==> src/rtl/s_ram_bist.sv <==
// ============================================================================
// Module   : s_ram_bist
// Brief    : March-test BIST initiator for the s_ram single-port synchronous RAM
// Revision : 1.0
// ============================================================================
`default_nettype none

module s_ram_bist #(
  parameter int                    DATA_WIDTH = 8,
  parameter int                    ADDR_WIDTH = 8,
  parameter logic [DATA_WIDTH-1:0] PATTERN    = 8'h55
) (
  input  logic                  clk,
  input  logic                  rst,
  input  logic                  start,
  output logic                  busy,
  output logic                  done,
  output logic                  pass,
  output logic [ADDR_WIDTH-1:0] fail_addr,
  output logic [DATA_WIDTH-1:0] fail_data,
  output logic                  mem_we,
  output logic [ADDR_WIDTH-1:0] mem_addr,
  output logic [DATA_WIDTH-1:0] mem_wdata,
  input  logic [DATA_WIDTH-1:0] mem_rdata
);

  localparam logic [ADDR_WIDTH-1:0] LAST_ADDR = '1;
  localparam logic [ADDR_WIDTH-1:0] ADDR_ONE  = ADDR_WIDTH'(1);

  typedef enum logic [3:0] {
    IDLE, M0_W, M1_RD, M1_CW, M2_RD, M2_CW, M3_RD, M3_C, DONE, FAIL
  } state_t;

  state_t                  state, state_n;
  logic [ADDR_WIDTH-1:0]   addr, addr_n;
  logic                    check;
  logic [DATA_WIDTH-1:0]   expect_data;
  logic                    mismatch;
  logic                    last_match;

  // Read data for the address issued in a *_RD state is compared in the
  // following *_CW / M3_C state.
  assign check       = (state == M1_CW) || (state == M2_CW) || (state == M3_C);
  assign expect_data = (state == M2_CW) ? ~PATTERN : PATTERN;
  assign mismatch    = check && (mem_rdata != expect_data);
  assign last_match  = (state == M3_C) && !mismatch && (addr == LAST_ADDR);

  assign busy     = !((state == IDLE) || (state == DONE) || (state == FAIL));
  assign mem_addr = busy ? addr : '0;

  always_comb begin
    state_n   = state;
    addr_n    = addr;
    mem_we    = 1'b0;
    mem_wdata = '0;
    case (state)
      IDLE, DONE, FAIL: begin
        if (start) begin
          state_n = M0_W;
          addr_n  = '0;
        end
      end
      M0_W: begin
        mem_we    = 1'b1;
        mem_wdata = PATTERN;
        if (addr == LAST_ADDR) begin
          state_n = M1_RD;
          addr_n  = '0;
        end else begin
          addr_n = addr + ADDR_ONE;
        end
      end
      M1_RD: state_n = M1_CW;
      M1_CW: begin
        mem_we    = 1'b1;
        mem_wdata = ~PATTERN;
        if (mismatch)                state_n = FAIL;
        else if (addr == LAST_ADDR)  state_n = M2_RD;
        else begin
          state_n = M1_RD;
          addr_n  = addr + ADDR_ONE;
        end
      end
      M2_RD: state_n = M2_CW;
      M2_CW: begin
        mem_we    = 1'b1;
        mem_wdata = PATTERN;
        if (mismatch)          state_n = FAIL;
        else if (addr == '0)   state_n = M3_RD;
        else begin
          state_n = M2_RD;
          addr_n  = addr - ADDR_ONE;
        end
      end
      M3_RD: state_n = M3_C;
      M3_C: begin
        if (mismatch)                state_n = FAIL;
        else if (addr == LAST_ADDR)  state_n = DONE;
        else begin
          state_n = M3_RD;
          addr_n  = addr + ADDR_ONE;
        end
      end
      default: state_n = IDLE;
    endcase
  end

  always_ff @(posedge clk) begin
    if (rst) begin
      state     <= IDLE;
      addr      <= '0;
      done      <= 1'b0;
      pass      <= 1'b0;
      fail_addr <= '0;
      fail_data <= '0;
    end else begin
      state <= state_n;
      addr  <= addr_n;
      if (!busy && start) begin
        done      <= 1'b0;
        pass      <= 1'b0;
        fail_addr <= '0;
        fail_data <= '0;
      end
      if (last_match) begin
        done <= 1'b1;
        pass <= 1'b1;
      end
      // Only the first mismatch is captured: the FSM leaves the march on it.
      if (mismatch) begin
        done      <= 1'b1;
        pass      <= 1'b0;
        fail_addr <= addr;
        fail_data <= mem_rdata;
      end
    end
  end

endmodule

`default_nettype wire

==> config.mk <==
export PLATFORM = sky130hd
export DESIGN_NAME = s_ram_bist
export DESIGN_NICKNAME = d
export VERILOG_FILES = /design/src/rtl/s_ram_bist.sv
export SDC_FILE = /design/constraint.sdc
export NUM_CORES = 1
export LEC_CHECK = 0
export CAP_MARGIN = 20
export CORE_ASPECT_RATIO = 1.5
export CORE_UTILIZATION = 52
export CTS_CLUSTER_DIAMETER = 200
export DETAILED_ROUTE_END_ITERATION = 12
export PLACE_DENSITY = 0.94
export SKIP_CTS_REPAIR_TIMING = 1
export SLEW_MARGIN = 10
export SYNTH_ARGS = -nofsm -noshare
export SYNTH_HDL_FRONTEND = slang
export SYNTH_SLANG_ARGS = --single-unit
==> constraint.sdc <==
create_clock -name clk -period 5.4 [get_ports clk]
set_input_delay 1.08 -clock clk [delete_from_list [all_inputs] [get_ports clk]]
set_output_delay 1.08 -clock clk [all_outputs]
set_load 0.02 [all_outputs]
==> metrics <==
outcome=completed; antenna cells=0; Final setup viols=0; Critical Path AT=2.67 ns; Post-Route WL=5.20 mm; WS Path Type=reg -> out; Row Count=25; Sink Count=30; layout cells sized above 1=0.0575; vias in the first global route=1822; Avg Synthesized Cell Area=7.82 um2; nets=274; cell type with the largest total area after synthesis=dfxtp_1; clock root buffer=clkbuf_8; Cell Area, Placed=2180 um2; detailed-route wire length per cell=17.3 um; min Tclk post-route=3.75 ns; Cell Count, Final, Fillers Out=301; commonest non-fill, non-tap cell in the layout=clkdlybuf4s50_1; post-DR vias/cell=6.40; crit path max fanout=9; Slew Limit Headroom=0.290; Num CTS Buffers=5; GP Congestion=0.886; DRC Markers=0; CP cell instances=nor2b_1, nor3_1, inv_1, and2_1, clkdlybuf4s50_1; top cell type's share of synthesized area=0.331; Primary FF master, synth=dfxtp_1; CP required=4.32 ns; Global Route Usage Sum=0.301; final hold vios=0; DIE AREA=3730 um2; CP max stage delay=0.58 ns; Tightest Pin Transition=1.06 ns; Synth Register Bits=30; Reg2Reg Setup Slack=2.65 ns; Skew-Pair Late Insertion Delay=0.29 ns; final instance area=2270 um2; 1st-iter DRT viols=129; startpoint types=flip-flop; EDFF count, synth=0; Post-Syn Area=1810 um2; Final WS setup=1.65 ns; Placed Instances=293; Die W=50.2 um; max-slew violations=0; total number of yosys warnings=0; synth top area cells=dfxtp_1 (33%), a22oi_1 (9.1%), nor2_1 (7.7%); syn nets=246; Lkg Pwr=0.807 nW; PD cells=320 nW/um2; CTS tree=built; CP top delay family=simple AND/OR/NAND/NOR gates; largest net degree at the start of global routing=31; Setup Skew=0.00648 ns; peak supply drop=0.273 mV; CP max stage cell=nor3_1; Cell variety after synth=45; most frequent cells in the layout=clkdlybuf4s50_1 (46), nor2_1 (37), dfxtp_1 (30); Initial Util=0.558; fin crit share=0.694; Seq/Total Area, Yosys=0.331; DRT antenna net count=0; CP Buf/Inv Count=2; Max-Cap Viols=0; GRT overflow=0; FFs w/ async S/R, synth=0; Hold Path Class=reg -> reg; Port Buffer Count=46; Layout Area Growth over Synthesis=25.1%; CORE AREA=3250 um2; initial antenna violation count=0; Die H=74.3 um; Pwr Total=0.726 mW; worst slack, placed=1.64 ns; CTS H-tree depth=2; num ports=47; RSZ-0062 raised after global routing=false; Achievable Freq=267 MHz; setup TNS=0 ns; Post-Syn Instances=232; Critical Path End Type=output port; first-pass GRT wire length=8.49 mm; CTS clk-pin slew, worst paths=0.06 ns; via count=1926; drt first pass iters=5; DP Wirelength=3.49 mm; worst-case clock buffer depth=2
==> worst register-to-register path: stages, from the launching register on <==
cell and delay (ns):
dfxtp_1 0.59, nand2b_1 0.20, nor2_1 0.43, a32o_1 0.73, a21oi_2 0.29, a22oi_1 0.27, nor2_1 0.07
==> path summary, 6_finish.rpt <==
path,start,cells after the start,to
worst max-delay path,state[3],5,mem_addr[7]
worst min-delay path,done,2,done
worst max register to register,state[2],6,fail_data[1]
worst min register to register,done,2,done
==> flip-flops by register name, indices dropped and copies added, names as in the netlist <==
register   cells
done           1
fail_data      8
state          4
fail_addr      8
pass           1
addr           8
==> metal layers <==
metal | vias up | GRT usage | part of all wire
li1 | 885 | - | -
met2 | 131 | 0.516 | 0.50
met5 | - | 0 | 0
met3 | 21 | 0.0613 | 0.085
met1 | 889 | 0.341 | 0.38
met4 | 0 | 0.181 | 0.033
==> stage by stage <==
stage                     hold slack, ns  utilization
after floorplan                    0.542            -
after global placement             0.471        0.670
after detailed placement           0.491        0.670
after CTS                          0.506        0.698
after global routing               0.536        0.698
final                              0.511        0.698
==> final cells by class <==
type / count / area [um2]
multi-input cells: 173 / 1050
fillers: 248 / 983
flip-flops and latches: 30 / 601
repair buffers: 46 / 460
clock buffers: 7 / 86.3
well taps: 40 / 50.0
inverters: 4 / 15.0
clock inverters: 1 / 5.00
==> cells in the mapped netlist (all sizes together), types with 2 or more instances <==
master,number
xor2,3
nand3b,2
nand2b,4
and4,2
nand2,18
clkbuf,10
a221oi,2
a31oi,2
nor3,7
ha,3
dfxtp,30
nor4b,2
nor2,37
o21ai,9
nand3,7
buf,15
inv,4
and2,6
o22ai,2
o211ai,3
a22oi,22
nand4,2
nor4bb,4
a211oi,3
nor2b,5
a21oi,14
==> where the power goes <==
| part | total, mW | switching [mW] | internal [mW] | leakage (nW) |
|---|---|---|---|---|
| combinational | 0.280 | 0.174 | 0.106 | 0.517 |
| clock | 0.191 | 0.0884 | 0.103 | 0.0482 |
| sequential | 0.255 | 0.0235 | 0.231 | 0.242 |
==> cell families after synthesis <==
family                   Yosys count  synth area share
adder cells (fa/ha/maj)            3            0.0207
AND/OR/NAND/NOR                  102             0.298
buffers and inverters             29            0.0890
flip-flops                        30             0.331
AO/OA/AOI/OAI                     65             0.247
XOR/XNOR                           3            0.0145
(Power assumes the default switching activity.)
